File: config.mk
export PLATFORM = sky130hd
export DESIGN_NAME = mips_hazard_unit_flat
export DESIGN_NICKNAME = d
export VERILOG_FILES = /design/src/rtl/mips_hazard_unit_pkg.sv /design/src/rtl/mips_hazard_unit_if.sv /design/src/rtl/mips_fwd_select.sv /design/src/rtl/mips_hazard_unit.sv /design/src/flat_wrapper.sv
export SDC_FILE = /design/constraint.sdc
export NUM_CORES = 1
export LEC_CHECK = 0
export ABC_AREA = 1
export BUFFER_PORTS_ARGS = -buffer_cell sky130_fd_sc_hd__buf_2
export CAP_MARGIN = 20
export CORE_MARGIN = 2
export CORE_UTILIZATION = 50
export DETAILED_ROUTE_END_ITERATION = 10
export PLACE_DENSITY = 0.82
export SLEW_MARGIN = 10
export SYNTH_ARGS = -nofsm -noshare
export SYNTH_HDL_FRONTEND = slang
export SYNTH_SLANG_ARGS = --single-unit
File: constraint.sdc
create_clock -name ctrl -period 1.9 [get_ports ctrl]
set_clock_uncertainty 0.05 [all_clocks]
set_input_delay 0.38 -clock ctrl [delete_from_list [all_inputs] [get_ports ctrl]]
set_output_delay 0.38 -clock ctrl [all_outputs]
set_load 0.05 [all_outputs]
File: src/rtl/mips_hazard_unit_pkg.sv
// rtl/mips_hazard_unit_pkg.sv - shared types and helpers for the MIPS pipeline hazard unit
package mips_hazard_unit_pkg;

    localparam int REG_ADDR_W_DEF = 5;
    localparam int COUNT_W_DEF    = 16;

    // EX operand source select
    typedef enum logic [1:0] {
        FWD_REG = 2'b00,
        FWD_MEM = 2'b01,
        FWD_WB  = 2'b10
    } fwd_t;

    // Clock + reset bundle; resetn is synchronous active-low
    typedef struct packed {
        logic clk;
        logic resetn;
    } util_control_t;

    // MEM result is the youngest producer, so it wins over WB
    function automatic fwd_t fwd_pick(input logic mem_hit, input logic wb_hit);
        if (mem_hit) begin
            return FWD_MEM;
        end
        if (wb_hit) begin
            return FWD_WB;
        end
        return FWD_REG;
    endfunction

endpackage

File: src/rtl/mips_hazard_unit_if.sv
// rtl/mips_hazard_unit_if.sv - pipeline-to-hazard-unit signal bundle
interface mips_hazard_unit_if #(
    parameter int REG_ADDR_W = 5,
    parameter int COUNT_W    = 16
);
    // Decoded ID-stage instruction
    logic                  id_valid;
    logic [REG_ADDR_W-1:0] id_rs;
    logic [REG_ADDR_W-1:0] id_rt;
    logic                  id_use_rs;
    logic                  id_use_rt;
    logic                  id_wr_en;
    logic [REG_ADDR_W-1:0] id_wr_addr;
    logic                  id_is_load;

    // Late pipeline events
    logic                  ex_redirect;
    logic                  mem_ready;

    // Sequencing controls back to the pipeline
    logic                  stall_if;
    logic                  stall_id;
    logic                  bubble_ex;
    logic                  flush_id;
    logic                  freeze;
    logic [1:0]            fwd_a;
    logic [1:0]            fwd_b;
    logic                  ex_valid;
    logic                  mem_valid;
    logic                  wb_valid;
    logic [COUNT_W-1:0]    stall_count;

    modport master (
        output id_valid, id_rs, id_rt, id_use_rs, id_use_rt,
        output id_wr_en, id_wr_addr, id_is_load, ex_redirect, mem_ready,
        input  stall_if, stall_id, bubble_ex, flush_id, freeze,
        input  fwd_a, fwd_b, ex_valid, mem_valid, wb_valid, stall_count
    );

    modport slave (
        input  id_valid, id_rs, id_rt, id_use_rs, id_use_rt,
        input  id_wr_en, id_wr_addr, id_is_load, ex_redirect, mem_ready,
        output stall_if, stall_id, bubble_ex, flush_id, freeze,
        output fwd_a, fwd_b, ex_valid, mem_valid, wb_valid, stall_count
    );

endinterface

File: src/rtl/mips_fwd_select.sv
// rtl/mips_fwd_select.sv - per-operand forwarding select for the EX stage
module mips_fwd_select
    import mips_hazard_unit_pkg::*;
#(
    parameter int REG_ADDR_W = 5
) (
    input  logic                  src_used,
    input  logic [REG_ADDR_W-1:0] src,
    input  logic                  mem_valid,
    input  logic                  mem_wr_en,
    input  logic                  mem_is_load,
    input  logic [REG_ADDR_W-1:0] mem_wr_addr,
    input  logic                  wb_valid,
    input  logic                  wb_wr_en,
    input  logic [REG_ADDR_W-1:0] wb_wr_addr,
    output fwd_t                  sel
);

    logic mem_hit;
    logic wb_hit;

    // A load in MEM has no data yet, so it can only be forwarded once it reaches WB
    always_comb begin
        mem_hit = src_used & mem_valid & mem_wr_en & ~mem_is_load
                & (mem_wr_addr != '0) & (mem_wr_addr == src);
        wb_hit  = src_used & wb_valid & wb_wr_en
                & (wb_wr_addr != '0) & (wb_wr_addr == src);
        sel     = fwd_pick(mem_hit, wb_hit);
    end

endmodule

File: src/rtl/mips_hazard_unit.sv
// rtl/mips_hazard_unit.sv - stall, bubble, flush, freeze and forwarding control for the 5-stage core
module mips_hazard_unit
    import mips_hazard_unit_pkg::*;
#(
    parameter int REG_ADDR_W = REG_ADDR_W_DEF,
    parameter int COUNT_W    = COUNT_W_DEF
) (
    input util_control_t      ctrl,
    mips_hazard_unit_if.slave hz
);

    // Destination tracking for EX and MEM
    typedef struct packed {
        logic                  valid;
        logic                  wr_en;
        logic [REG_ADDR_W-1:0] wr_addr;
        logic                  is_load;
    } stage_t;

    // A load in WB already has its data, so the load flag is dropped here
    typedef struct packed {
        logic                  valid;
        logic                  wr_en;
        logic [REG_ADDR_W-1:0] wr_addr;
    } wb_stage_t;

    // Sources of the instruction sitting in EX
    typedef struct packed {
        logic                  use_rs;
        logic                  use_rt;
        logic [REG_ADDR_W-1:0] rs;
        logic [REG_ADDR_W-1:0] rt;
    } src_t;

    logic clk;
    logic resetn;

    stage_t             ex_q, ex_d;
    stage_t             mem_q, mem_d;
    wb_stage_t          wb_q, wb_d;
    src_t               ex_src_q, ex_src_d;
    logic [COUNT_W-1:0] stall_count_q, stall_count_d;

    logic mem_wait;
    logic redirect;
    logic rs_hit;
    logic rt_hit;
    logic load_use;
    logic stall_if;
    logic stall_id;
    logic bubble_ex;
    logic flush_id;
    fwd_t fwd_a;
    fwd_t fwd_b;

    assign clk    = ctrl.clk;
    assign resetn = ctrl.resetn;

    // Raw hazard conditions from the tracked stages and the ID instruction
    always_comb begin
        mem_wait = mem_q.valid & ~hz.mem_ready;
        redirect = ex_q.valid & hz.ex_redirect;
        rs_hit   = hz.id_use_rs & (hz.id_rs == ex_q.wr_addr);
        rt_hit   = hz.id_use_rt & (hz.id_rt == ex_q.wr_addr);
        load_use = hz.id_valid & ex_q.valid & ex_q.is_load
                 & (ex_q.wr_addr != '0) & (rs_hit | rt_hit);
    end

    // Priority: memory wait freezes everything, then redirect, then load-use
    always_comb begin
        stall_if  = 1'b0;
        stall_id  = 1'b0;
        bubble_ex = 1'b0;
        flush_id  = 1'b0;
        if (mem_wait) begin
            stall_if = 1'b1;
            stall_id = 1'b1;
        end else if (redirect) begin
            flush_id  = 1'b1;
            bubble_ex = 1'b1;
        end else if (load_use) begin
            stall_if  = 1'b1;
            stall_id  = 1'b1;
            bubble_ex = 1'b1;
        end
    end

    // Advance the tracked stages unless frozen; a bubble or empty ID enters EX as invalid
    always_comb begin
        ex_d     = ex_q;
        ex_src_d = ex_src_q;
        mem_d    = mem_q;
        wb_d     = wb_q;
        if (!mem_wait) begin
            wb_d.valid   = mem_q.valid;
            wb_d.wr_en   = mem_q.wr_en;
            wb_d.wr_addr = mem_q.wr_addr;
            mem_d        = ex_q;
            if (bubble_ex || !hz.id_valid) begin
                ex_d     = '0;
                ex_src_d = '0;
            end else begin
                ex_d.valid      = 1'b1;
                ex_d.wr_en      = hz.id_wr_en;
                ex_d.wr_addr    = hz.id_wr_addr;
                ex_d.is_load    = hz.id_is_load;
                ex_src_d.use_rs = hz.id_use_rs;
                ex_src_d.use_rt = hz.id_use_rt;
                ex_src_d.rs     = hz.id_rs;
                ex_src_d.rt     = hz.id_rt;
            end
        end
    end

    // Saturating count of cycles lost to stalls or memory waits
    always_comb begin
        stall_count_d = stall_count_q;
        if ((stall_id || mem_wait) && (stall_count_q != '1)) begin
            stall_count_d = stall_count_q + COUNT_W'(1);
        end
    end

    // State registers; reset drops any pending stall or freeze
    always_ff @(posedge clk) begin
        if (!resetn) begin
            ex_q          <= '0;
            ex_src_q      <= '0;
            mem_q         <= '0;
            wb_q          <= '0;
            stall_count_q <= '0;
        end else begin
            ex_q          <= ex_d;
            ex_src_q      <= ex_src_d;
            mem_q         <= mem_d;
            wb_q          <= wb_d;
            stall_count_q <= stall_count_d;
        end
    end

    mips_fwd_select #(.REG_ADDR_W(REG_ADDR_W)) u_fwd_a (
        .src_used    (ex_q.valid & ex_src_q.use_rs),
        .src         (ex_src_q.rs),
        .mem_valid   (mem_q.valid),
        .mem_wr_en   (mem_q.wr_en),
        .mem_is_load (mem_q.is_load),
        .mem_wr_addr (mem_q.wr_addr),
        .wb_valid    (wb_q.valid),
        .wb_wr_en    (wb_q.wr_en),
        .wb_wr_addr  (wb_q.wr_addr),
        .sel         (fwd_a)
    );

    mips_fwd_select #(.REG_ADDR_W(REG_ADDR_W)) u_fwd_b (
        .src_used    (ex_q.valid & ex_src_q.use_rt),
        .src         (ex_src_q.rt),
        .mem_valid   (mem_q.valid),
        .mem_wr_en   (mem_q.wr_en),
        .mem_is_load (mem_q.is_load),
        .mem_wr_addr (mem_q.wr_addr),
        .wb_valid    (wb_q.valid),
        .wb_wr_en    (wb_q.wr_en),
        .wb_wr_addr  (wb_q.wr_addr),
        .sel         (fwd_b)
    );

    assign hz.stall_if    = stall_if;
    assign hz.stall_id    = stall_id;
    assign hz.bubble_ex   = bubble_ex;
    assign hz.flush_id    = flush_id;
    assign hz.freeze      = mem_wait;
    assign hz.fwd_a       = fwd_a;
    assign hz.fwd_b       = fwd_b;
    assign hz.ex_valid    = ex_q.valid;
    assign hz.mem_valid   = mem_q.valid;
    assign hz.wb_valid    = wb_q.valid;
    assign hz.stall_count = stall_count_q;

endmodule

File: src/flat_wrapper.sv
// flat-port wrapper written by rule: the top's interface ports become plain ports
module mips_hazard_unit_flat import mips_hazard_unit_pkg::*;
#(
    parameter int REG_ADDR_W = REG_ADDR_W_DEF,
    parameter int COUNT_W    = COUNT_W_DEF
)
  (ctrl, hz_id_valid, hz_id_rs, hz_id_rt, hz_id_use_rs, hz_id_use_rt, hz_id_wr_en, hz_id_wr_addr, hz_id_is_load, hz_ex_redirect, hz_mem_ready, hz_stall_if, hz_stall_id, hz_bubble_ex, hz_flush_id, hz_freeze, hz_fwd_a, hz_fwd_b, hz_ex_valid, hz_mem_valid, hz_wb_valid, hz_stall_count);
  mips_hazard_unit_if #(.REG_ADDR_W(REG_ADDR_W), .COUNT_W(COUNT_W)) hz_i ();
  input util_control_t ctrl;
  input wire logic [$bits(hz_i.id_valid)-1:0] hz_id_valid;
  input wire logic [$bits(hz_i.id_rs)-1:0] hz_id_rs;
  input wire logic [$bits(hz_i.id_rt)-1:0] hz_id_rt;
  input wire logic [$bits(hz_i.id_use_rs)-1:0] hz_id_use_rs;
  input wire logic [$bits(hz_i.id_use_rt)-1:0] hz_id_use_rt;
  input wire logic [$bits(hz_i.id_wr_en)-1:0] hz_id_wr_en;
  input wire logic [$bits(hz_i.id_wr_addr)-1:0] hz_id_wr_addr;
  input wire logic [$bits(hz_i.id_is_load)-1:0] hz_id_is_load;
  input wire logic [$bits(hz_i.ex_redirect)-1:0] hz_ex_redirect;
  input wire logic [$bits(hz_i.mem_ready)-1:0] hz_mem_ready;
  output wire logic [$bits(hz_i.stall_if)-1:0] hz_stall_if;
  output wire logic [$bits(hz_i.stall_id)-1:0] hz_stall_id;
  output wire logic [$bits(hz_i.bubble_ex)-1:0] hz_bubble_ex;
  output wire logic [$bits(hz_i.flush_id)-1:0] hz_flush_id;
  output wire logic [$bits(hz_i.freeze)-1:0] hz_freeze;
  output wire logic [$bits(hz_i.fwd_a)-1:0] hz_fwd_a;
  output wire logic [$bits(hz_i.fwd_b)-1:0] hz_fwd_b;
  output wire logic [$bits(hz_i.ex_valid)-1:0] hz_ex_valid;
  output wire logic [$bits(hz_i.mem_valid)-1:0] hz_mem_valid;
  output wire logic [$bits(hz_i.wb_valid)-1:0] hz_wb_valid;
  output wire logic [$bits(hz_i.stall_count)-1:0] hz_stall_count;
  assign hz_i.id_valid = hz_id_valid;
  assign hz_i.id_rs = hz_id_rs;
  assign hz_i.id_rt = hz_id_rt;
  assign hz_i.id_use_rs = hz_id_use_rs;
  assign hz_i.id_use_rt = hz_id_use_rt;
  assign hz_i.id_wr_en = hz_id_wr_en;
  assign hz_i.id_wr_addr = hz_id_wr_addr;
  assign hz_i.id_is_load = hz_id_is_load;
  assign hz_i.ex_redirect = hz_ex_redirect;
  assign hz_i.mem_ready = hz_mem_ready;
  assign hz_stall_if = hz_i.stall_if;
  assign hz_stall_id = hz_i.stall_id;
  assign hz_bubble_ex = hz_i.bubble_ex;
  assign hz_flush_id = hz_i.flush_id;
  assign hz_freeze = hz_i.freeze;
  assign hz_fwd_a = hz_i.fwd_a;
  assign hz_fwd_b = hz_i.fwd_b;
  assign hz_ex_valid = hz_i.ex_valid;
  assign hz_mem_valid = hz_i.mem_valid;
  assign hz_wb_valid = hz_i.wb_valid;
  assign hz_stall_count = hz_i.stall_count;
  mips_hazard_unit #(.REG_ADDR_W(REG_ADDR_W), .COUNT_W(COUNT_W)) u_core (.ctrl(ctrl), .hz(hz_i));
endmodule
**After elaboration in Yosys (flattened, before gate mapping)**

Index checks and enable logic that the tools add are counted.

- Input bits: 24
- Output and inout bits: 28
- Word-level logic and storage cells: 85
- Register bits: 51

- Reductions and logical operators: 7
- Muxes and demuxes: 23
- Eq/ne operators: 7
- Bitwise gates (word level): 31
- Add/subtract/negate cells: 1

Operators with widths:

| operator | count |
|---|---|
| 5-bit equality test | 6 |
| 1-bit AND | 28 |
| 16-bit by 1-bit adder with 16-bit output (second input constant) | 1 |
| 2-bit 2-to-1 mux | 8 |
| 16-bit != test (second input constant) | 1 |
| 5-bit nonzero test | 3 |
| 1-bit 2-to-1 mux | 13 |
| 12-bit 2-to-1 mux | 1 |
| 8-bit 2-to-1 mux | 1 |
| 1-bit logical OR | 2 |
| 1-bit NOT | 2 |
| 1-bit logical AND | 1 |
| 1-bit logical NOT | 1 |
| 1-bit bitwise OR | 1 |

**Longest topological paths before layout**

Gate-level depths: netlist (run 1).

- Depth after elaboration: 10
- Mapped depth: 12
- Gate-level depth less buffers: 12

**Modules after synthesis**

Synthesis (run 1) repeated with hierarchy kept, for this count alone.

- Cell total of the unflattened synthesis: 474
- Area total of the unflattened synthesis: 2994.1 um^2

By module, submodules not included:

| module | area an instance (um^2) | seq. area each (um^2) | cells each | times used |
|---|---|---|---|---|
| mips_hazard_unit | 2483.6 | 1021.0 | 354 | 1 |
| mips_fwd_select | 255.2 | 0.0 | 60 | 2 |

**Worst setup path after synthesis (run 1)**

No wires, ideal clock.

- Path kind: register to output
- From: reg u_core.mem_q (netlist bit u_core.hz.mem_valid)
- To: out hz_bubble_ex
- Slack: -0.699 ns
- Buffers on the path: 2
- Stages on the path, launching flop included: 6
- Arrival: 2.169 ns
- Data required time: 1.470 ns
- Cells stage by stage: dfxtp_1 -> inv_1 -> nor2_1 -> buf_2 -> clkbuf_1 -> a21oi_1

- Cells in the longest elaborated chain, start to end: 2

Ends and longest elaborated chain:

| item | RTL line | source |
|---|---|---|
| start, declared | mips_hazard_unit.sv:39 | `stage_t mem_q, mem_d;` |
| start signal, assigned | mips_hazard_unit.sv:134 | `mem_q <= mem_d;` |
| 1-bit AND | mips_hazard_unit.sv:61 | `mem_wait = mem_q.valid & ~hz.mem_ready;` |
| net hz_freeze | flat_wrapper.sv:24 | `output wire logic [$bits(hz_i.freeze)-1:0] hz_freeze;` |
| 1-bit 2-to-1 mux | mips_hazard_unit.sv:75 | `if (mem_wait) begin` |
| end, declared | flat_wrapper.sv:22 | `output wire logic [$bits(hz_i.bubble_ex)-1:0] hz_bubble_ex;` |

The timed path passes the listed nets, and every way through them passes these cells.

**Final worst setup path (run 1)**

- From: reg u_core.wb_q[3] (netlist bit)
- To: out hz_fwd_b[1]

- Cells in the longest elaborated chain, start to end: 7
- Elaborated cells on any way between the ends: 9
- Those cells by class: eq/ne (1); mux (5); bitwise (2); reduce/logical (1)

Ends and longest elaborated chain:

| item | RTL line | source |
|---|---|---|
| start, declared | mips_hazard_unit.sv:40 | `wb_stage_t wb_q, wb_d;` |
| start signal, assigned | mips_hazard_unit.sv:135 | `wb_q <= wb_d;` |
| 5-bit nonzero test | mips_fwd_select.sv:27 | `& (wb_wr_addr != '0) & (wb_wr_addr == src);` |
| 1-bit AND | mips_fwd_select.sv:27 |  |
| 1-bit AND (*) | mips_fwd_select.sv:27 |  |
| 1-bit 2-to-1 mux (2 in series) | mips_hazard_unit_pkg.sv:25 | `if (wb_hit) begin` |
| 2-bit 2-to-1 mux (*) | mips_hazard_unit_pkg.sv:28 | `return FWD_REG;` |
| 2-bit 2-to-1 mux (*) | mips_hazard_unit_pkg.sv:25 |  |
| end, declared | flat_wrapper.sv:26 | `output wire logic [$bits(hz_i.fwd_b)-1:0] hz_fwd_b;` |

Mark *: on every way between the ends. The rest lies on a longest branch, timed or not. The select of a mux whose other input is x is not followed.

==> results.json, run 1 <==
{
  "setup_violations": 7,
  "min_to": "u_core.hz.stall_count[12]",
  "vdd_drop_max_uv": 749,
  "p_int_mw": 3.45,
  "track_usage_pct": 29.3,
  "syn_to_final_growth_pct": 42.1,
  "reg2reg_to": "u_core.hz.stall_count[0]",
  "swShare_pct": 42.2,
  "crit_required_ps": 1470,
  "syn_area_per_cell_um2": 7.07,
  "drive_gt1_share_pct": 38.2,
  "fin_crit_sh_pct": 105,
  "cp_max_fo": 2,
  "layout_commonest_cell": "nand2_1",
  "crit_path_end_kind": "output port",
  "fp.dieW_um": 79.7,
  "syn_area_um2": 2860,
  "synthCells": 405,
  "numPortBuffers": 50,
  "p_comb_share_pct": 23.7,
  "core_um2": 5510,
  "powerDensity_nw_per_um2": 1470,
  "crit-reg2reg-launch": "u_core.hz.stall_count[0]",
  "ys_top_cells_by_area": "dfxtp_1 (36%), nand2_1 (10%), a21oi_1 (7.3%), nand3_1 (5.2%), nand4_1 (5.0%)",
  "final_area_um2": 4070,
  "place_congestion": 0.935,
  "reg2reg_slack_ps": 90,
  "place_hpwl_um": 5510,
  "grt_max_degree": 32,
  "synth_cell_types": 33,
  "clk_pin_slew_worst_paths_ps": 100,
  "start_kind": "flip-flop",
  "ys_seq_elements": 51,
  "drv_slew": 0,
  "violations": "negative setup slack",
  "vias_per_cell": 5.50,
  "switchingPower_mw": 2.52,
  "grtUsageMet3_pct": 14.7,
  "rows": 27,
  "cts.sink_count": 51,
  "dieArea_um2": 6350,
  "hold_viol": 0,
  "slew_headroom_pct": 77.2,
  "fmax_mhz": 499,
  "fillCellCount": 413,
  "ios": 52,
  "hold_path.startpoint": "ctrl[0]",
  "via_count": 3246,
  "die_y_um": 79.7,
  "p_leak_nw": 1.70,
  "p_total_mw": 5.97,
  "grt-ovfl-total": 0,
  "seq_power_share_pct": 29.9,
  "synth_area_leader_cell": "dfxtp_1",
  "cap_violations": 0,
  "p_clk_share_pct": 46.4,
  "ys_warn_count": 0,
  "met2_usage_pct": 41.4,
  "drc": 0,
  "seq_area_frac_synth_pct": 35.6,
  "placed_area_um2": 3250,
  "cts_tree": "built",
  "tightest_slew_ps": 339,
  "insertion_delay_ps": 310,
  "holdBufCountCts": 0,
  "antenna_found_initial": 0,
  "routed_wl_um": 8820,
  "diodes": 0,
  "top_usage_layer": "met2",
  "wl_per_cell_um": 14.9,
  "grt_pass1_wl_um": 14000,
  "setup-tns-final_ps": -443,
  "ff2ff_path_depth": 7,
  "min_path_type": "clock port to flip-flop",
  "drtIter0Drc": 225,
  "status": "finished with violations",
  "mostFrequentLayoutCells": "nand2_1 (68), buf_2 (43), a21oi_1 (41)",
  "start_util_pct": 52.0,
  "setup_slack_ps": -104,
  "fin_nets": 539,
  "rsz0062_at_grt": "yes",
  "met1_usage_pct": 31.3,
  "worst_hold_slack_ps": 145,
  "syn_nets": 430,
  "arrival_ps": 1570,
  "drt_pre_antenna_iters": 5,
  "hold_depth": 5,
  "period_minus_slack_ps": 2000,
  "critPathKind": "flip-flop to output port",
  "grt_pass1_vias": 3361,
  "drt.antenna.violating_nets": 0,
  "synth_top_area_share_pct": 35.6
}
## kinds of logic (layout without fill, tap and decap cells)
| logic type | after synthesis | count (layout) | share of synthesized area, % |
|---|---|---|---|
| xor gates and xnor gates | 19 | 19 | 5.81 |
| adders and majority gates | 1 | 1 | 0.437 |
| DFF | 51 | 51 | 35.6 |
| AOI/OAI and AO/OA | 78 | 78 | 16.0 |
| buffers and inverters | 61 | 174 | 9.26 |
| and+or+nand+nor | 195 | 195 | 32.9 |
## stage by stage
stage | cells | util (%) | setup WS, ps
floorplan | 405 | - | 7.19
global placement | 522 | 59.0 | 2.01
detailed placement | 522 | 59.0 | 33.7
CTS | 587 | 71.1 | -165
global route | 590 | 73.9 | -193
finish | 590 | 73.9 | -104
## how the worst max path moves through the flow
stage | end | cells after the start | startpoint | slack, ps
after global placement | hz_fwd_b[1] | 5 | u_core.ex_src_q[3] | 2
after floorplan | u_core.hz.stall_count[0] | 6 | u_core.hz.stall_count[3] | 7
after global routing | hz_fwd_a[1] | 6 | u_core.wb_q[1] | -190
after CTS | hz_fwd_b[1] | 5 | u_core.wb_q[3] | -160
after detailed placement | hz_fwd_b[1] | 5 | u_core.ex_src_q[3] | 30
final | hz_fwd_b[1] | 5 | u_core.wb_q[3] | -100
## synthesized netlist by cell type
master	number
o2111ai_1	2
clkinv_1	1
nand4_1	23
clkbuf_1	10
or2_2	3
buf_12	1
nand4_4	1
o21ai_1	1
nand3_2	1
dfxtp_1	51
xnor2_1	8
nor3_1	7
xor2_1	11
nand2_2	11
o21ai_0	14
ha_1	1
inv_1	36
o211ai_1	1
inv_2	3
nand3_1	30
nand2_1	77
nand3b_1	1
buf_1	2
nor3_4	2
o22ai_1	4
buf_2	4
nor2_2	1
a21oi_2	10
buf_4	4
nor2_1	36
a21oi_1	42
a221oi_1	4
nand2_4	2
## layer usage
metal / vias up / part of all wire, %
met2: 155 / 49
met5: - / 0
li1: 1575 / -
met3: 26 / 6.4
met1: 1490 / 41
met4: 0 / 3.3
## critical path: stages (launching register included)
cell	delay, ps
dfxtp_4	350
or2_4	240
a221oi_2	220
nand4_1	170
nor2_4	130
buf_8	150
## flip-flops by register name, indices dropped and copies added (netlist names)
| name | count |
|---|---|
| u_core.ex_q | 7 |
| u_core.hz.mem_valid | 1 |
| u_core.ex_src_q | 12 |
| u_core.hz.ex_valid | 1 |
| u_core.hz.stall_count | 16 |
| u_core.hz.wb_valid | 1 |
| u_core.wb_q | 6 |
| u_core.mem_q | 7 |
## power groups by stage
stage / clock network [mW] / registers, mW / logic [mW]
3_5_place_dp: 0.381 / 1.70 / 1.05
5_1_grt: 2.99 / 1.82 / 1.52
4_1_cts: 2.80 / 1.73 / 1.24
3_3_place_gp: 0.381 / 1.70 / 1.05
2_1_floorplan: 0.460 / 1.70 / 0.713
6_report: 2.77 / 1.79 / 1.42
## repair_timing
action,in CTS,in global routing
pin swaps,13,27
resized for setup,59,38
setup buffers,6,3
endpoints found under the setup margin,7,22
## final cells by class
| type | instances | area [µm²] | area share, % |
|---|---|---|---|
| clock buffers | 19 | 307 | 7.53 |
| clock inverters | 41 | 184 | 4.52 |
| repair buffers | 75 | 512 | 12.6 |
| inverters | 39 | 151 | 3.72 |
| flip-flops and latches | 51 | 1090 | 26.8 |
| well taps | 72 | 90.1 | 2.21 |
| multi-input cells | 293 | 1730 | 42.6 |
Note: power is estimated with default switching activity, not from simulation.
==> inputs of run 2 (changes only) <==
--- a/config.mk
+++ b/config.mk
@@ -11,6 +11,7 @@
 export CORE_MARGIN = 2
 export CORE_UTILIZATION = 50
 export DETAILED_ROUTE_END_ITERATION = 10
+export GPL_TIMING_DRIVEN = 0
 export PLACE_DENSITY = 0.82
 export SLEW_MARGIN = 10
 export SYNTH_ARGS = -nofsm -noshare
==> results.json, run 2 (synthesis gave the netlist of run 1 again) <==
{
  "vias_per_cell": 6.01,
  "min_path_type": "clock port to flip-flop",
  "drtIter0Drc": 338,
  "drc": 2,
  "fmax_mhz": 473,
  "arrival_ps": 1680,
  "crit_required_ps": 1470,
  "cap_violations": 0,
  "holdBufCountCts": 0,
  "die_y_um": 79.7,
  "setup_violations": 23,
  "fp.dieW_um": 79.7,
  "grt_pass1_wl_um": 14800,
  "violations": "design-rule violations, negative setup slack",
  "start_kind": "flip-flop",
  "period_minus_slack_ps": 2110,
  "grt_max_degree": 16,
  "place_congestion": 0.929,
  "cp_max_fo": 5,
  "grt-ovfl-total": 0,
  "drv_slew": 0,
  "crit_path_end_kind": "output port",
  "cts_tree": "built",
  "critPathKind": "flip-flop to output port",
  "p_leak_nw": 1.73,
  "drive_gt1_share_pct": 41.7,
  "antenna_found_initial": 0,
  "numPortBuffers": 50,
  "ios": 52,
  "status": "finished with violations",
  "grt_pass1_vias": 3511,
  "setup_slack_ps": -214,
  "layout_commonest_cell": "nand2_1",
  "routed_wl_um": 10400,
  "mostFrequentLayoutCells": "nand2_1 (64), buf_2 (44), a21oi_1 (37)",
  "hold_viol": 0,
  "place_hpwl_um": 5950,
  "syn_to_final_growth_pct": 44.3,
  "rsz0062_at_grt": "yes",
  "final_util_pct": 75.0,
  "clk_pin_slew_worst_paths_ps": 90,
  "insertion_delay_ps": 320,
  "fin_crit_sh_pct": 111,
  "wl_per_cell_um": 17.8,
  "drt.antenna.violating_nets": 0,
  "track_usage_pct": 30.9,
  "start_util_pct": 52.0,
  "largest_reg_flops": 16,
  "fin_nets": 533,
  "slew_headroom_pct": 59.0,
  "drt_pre_antenna_iters": 11,
  "core_um2": 5510,
  "diodes": 0,
  "tightest_slew_ps": 615,
  "rows": 27,
  "via_count": 3503,
  "vdd_drop_max_uv": 631,
  "powerDensity_nw_per_um2": 1310,
  "p_total_mw": 5.42,
  "dieArea_um2": 6350
}
## run 2: what timing repair did
action	in CTS	in global routing
gates resized for setup	67	60
cloned	0	2
pin swaps	15	32
endpoints found under the setup margin	9	33
buffers inserted	13	15
## run 2: worst max-delay path: stages (launching register included)
cell and delay (ps):
dfxtp_4 400, inv_2 60, nor3_2 200, o21ai_1 110, inv_1 100, nand2_2 70, buf_6 120, a21oi_4 140
buf_6 170
## run 2: path summary, 6_finish.rpt
kind | startpoint | endpoint | slack, ps | cells after the start
worst max-delay path | u_core.hz.ex_valid | hz_bubble_ex | -210 | 8
worst min-delay path | ctrl[0] | u_core.mem_q[1] | 90 | 4
worst max register to register | u_core.hz.ex_valid | u_core.hz.stall_count[5] | -140 | 14
worst min register to register | u_core.ex_q[0] | u_core.ex_q[0] | 440 | 2
## run 2: area by class of cell
class	instances	area, µm²
Buffer	19	141
Clock buffer	17	214
Clock inverter	12	75.1
Fill cell	362	1380
Inverter	39	151
Multi-Input combinational cell	293	1790
Sequential cell	51	1080
Tap cell	72	90.1
Timing Repair Buffer	80	597
## run 2: layer usage
layer / part of all wire [%] / GRT usage [%] / vias up
li1: - / - / 1565
met1: 37 / 31.9 / 1593
met2: 48 / 46.7 / 274
met3: 10 / 13.3 / 71
met4: 4.9 / 28.3 / 0
met5: 0 / 0 / -
## run 2: power by group
part | internal, mW | switching, mW | total, mW | leakage [nW]
combinational | 0.604 | 0.852 | 1.46 | 1.06
sequential | 1.41 | 0.387 | 1.80 | 0.429
clock | 1.03 | 1.13 | 2.17 | 0.247
total | 3.05 | 2.37 | 5.42 | 1.73
## run 2: stage by stage
| step | instances | hold slack (ps) | setup WS [ps] | area, µm² | setup TNS [ps] |
|---|---|---|---|---|---|
| floorplan | 405 | 135 | 7.19 | 2910 | 0 |
| global route | 583 | 119 | -287 | 4130 | -4760 |
| detailed placement | 527 | 137 | -211 | 3250 | -714 |
| global placement | 527 | 137 | -224 | 3250 | -747 |
| CTS | 567 | 86.6 | -185 | 3790 | -1230 |
| finish | 583 | 94.4 | -214 | 4130 | -2470 |
==> inputs of run 3 (changes only) <==
--- a/config.mk
+++ b/config.mk
@@ -8,11 +8,13 @@
 export ABC_AREA = 1
 export BUFFER_PORTS_ARGS = -buffer_cell sky130_fd_sc_hd__buf_2
 export CAP_MARGIN = 20
+export CELL_PAD_IN_SITES_DETAIL_PLACEMENT = 0
+export CELL_PAD_IN_SITES_GLOBAL_PLACEMENT = 1
 export CORE_MARGIN = 2
-export CORE_UTILIZATION = 50
+export CORE_UTILIZATION = 40
 export DETAILED_ROUTE_END_ITERATION = 10
 export GPL_TIMING_DRIVEN = 0
-export PLACE_DENSITY = 0.82
+export PLACE_DENSITY = 0.89
 export SLEW_MARGIN = 10
 export SYNTH_ARGS = -nofsm -noshare
 export SYNTH_HDL_FRONTEND = slang
==> results.json, run 3 (synthesis gave the netlist of run 1 again) <==
{
  "ios": 52,
  "cts_tree": "built",
  "critPathKind": "flip-flop to output port",
  "vias_per_cell": 5.19,
  "place_hpwl_um": 6210,
  "grt_max_degree": 16,
  "die_y_um": 88.6,
  "p_leak_nw": 1.64,
  "crit_path_top_delay_cell": "dfxtp_4",
  "drv_slew": 0,
  "routed_wl_um": 8820,
  "drt-met1-wl_um": 3500,
  "crit_required_ps": 1470,
  "largest_reg_flops": 16,
  "place_congestion": 0.902,
  "dr_wl_met2_um": 4470,
  "crit-reg2reg-launch": "u_core.hz.mem_valid",
  "status": "finished with violations",
  "wl_met3_um": 636,
  "powerDensity_nw_per_um2": 1300,
  "fillCellCount": 654,
  "drt_pre_antenna_iters": 6,
  "clk_pin_slew_worst_paths_ps": 90,
  "drt.antenna.violating_nets": 0,
  "fin_crit_sh_pct": 108,
  "period_minus_slack_ps": 2060,
  "insertion_delay_ps": 300,
  "cap_violations": 0,
  "worst-path-buf-inv": 3,
  "numPortBuffers": 50,
  "cp_top_family": "simple AND/OR/NAND/NOR gates",
  "violations": "negative setup slack",
  "crit_path_end_kind": "output port",
  "drc": 0,
  "fp.dieW_um": 88.6,
  "mostFrequentLayoutCells": "nand2_1 (73), buf_2 (43), a21oi_1 (41)",
  "vdd_drop_max_uv": 542,
  "cp_max_fo": 4,
  "arrival_ps": 1630,
  "setup_violations": 7,
  "hold_viol": 0,
  "setup-tns-final_ps": -702,
  "drtIter0Drc": 163,
  "dr.max_layer_used": "met4",
  "finalNonFillerCells": 600,
  "reg2reg_slack_ps": 120,
  "fmax_mhz": 485,
  "dieArea_um2": 7850,
  "dp_cells": 551,
  "rows": 30,
  "wl_per_cell_um": 14.7,
  "cp_cell_sequence": "inv_2, nand2_1, nand2_1, nor2_2, nand3_1, nand2_2, nand2_2, buf_6, a21oi_4, buf_6",
  "crit_path_max_incr_delay_ps": 390,
  "core_um2": 6870,
  "grt_pass1_vias": 3374,
  "hold_depth": 4,
  "via_count": 3111,
  "setup_slack_ps": -161,
  "slew_headroom_pct": 62.8,
  "start_kind": "flip-flop",
  "drive_gt1_share_pct": 36.3,
  "tightest_slew_ps": 558,
  "syn_to_final_growth_pct": 38.3,
  "hold_path.startpoint": "ctrl[0]",
  "min_path_type": "clock port to flip-flop",
  "antenna_found_initial": 0,
  "min_to": "u_core.mem_q[3]",
  "rsz0062_at_grt": "yes",
  "fin_nets": 525,
  "reg2reg_to": "u_core.ex_src_q[5]",
  "layout_commonest_cell": "nand2_1",
  "track_usage_pct": 24.5,
  "grt_pass1_wl_um": 14300,
  "start_util_pct": 41.7,
  "grt-ovfl-total": 0,
  "ff2ff_path_depth": 8,
  "diodes": 0
}
==> run 3: cell types whose count changed in the layout (fill, tap and decap cells not counted), sizes merged <==
cell / delta
clkinvlp: -1
clkinv: +2
buf: -6
clkbuf: -2
==> run 3: worst max path at each step <==
stage,from,end,slack (ps),depth (start not counted)
finish,u_core.ex_q[4],hz_bubble_ex,-160,10
global route,u_core.ex_q[4],hz_bubble_ex,-260,10
CTS,u_core.ex_q[4],hz_bubble_ex,-200,10
detailed placement,hz_id_rt[3],hz_stall_if,-260,11
global placement,hz_id_rt[4],hz_stall_if,-250,12
floorplan,u_core.hz.stall_count[3],u_core.hz.stall_count[0],7,6
==> run 3: metrics by stage <==
stage | setup slack (ps) | area, µm² | power [mW] | hold WS (ps) | util [%]
floorplan | 7.19 | 2910 | 2.87 | 135 | -
detailed placement | -256 | 3280 | 3.21 | 137 | 47.7
global placement | -255 | 3280 | 3.19 | 137 | 47.7
finish | -161 | 3960 | 5.13 | 86.9 | 57.7
CTS | -198 | 3810 | 5.08 | 83.8 | 55.5
global route | -256 | 3960 | 5.52 | 102 | 57.7
==> run 3: final cells by class <==
type	instances	area (µm²)	area share, %
Clock buffer	17	214	5.40
Inverter	39	149	3.76
Tap cell	96	120	3.03
Sequential cell	51	1080	27.2
Timing Repair Buffer	73	513	13.0
Buffer	18	133	3.35
Clock inverter	13	76.3	1.93
Multi-Input combinational cell	293	1680	42.4
==> run 3: what timing repair did <==
action | 4_1_cts | 5_1_grt
resized for setup | 64 | 23
buffers inserted | 13 | 10
setup endpoints to repair | 10 | 22
pin swaps | 18 | 20
hold buffers | 0 | 0
gates cloned | 0 | 0
==> run 3: power breakdown <==
group,internal (mW),switching [mW]
Combinational,0.545,0.762
Sequential,1.41,0.354
Clock,1.03,1.04
Total,2.98,2.15
==> run 3: layer usage <==
layer  vias up  GRT usage, %
met2       112          37.9
met5         -             0
met4         0          19.3
met1      1433          24.8
met3        21          12.7
li1       1545             -
==> run 3: worst register-to-register path: stages (launching register included) <==
cell      delay (ps)
dfxtp_4          370
inv_1             70
nor2_4           170
buf_4            140
nor2_2            40
nor2_1           120
clkbuf_1         350
nand4_1          220
a21oi_1          170
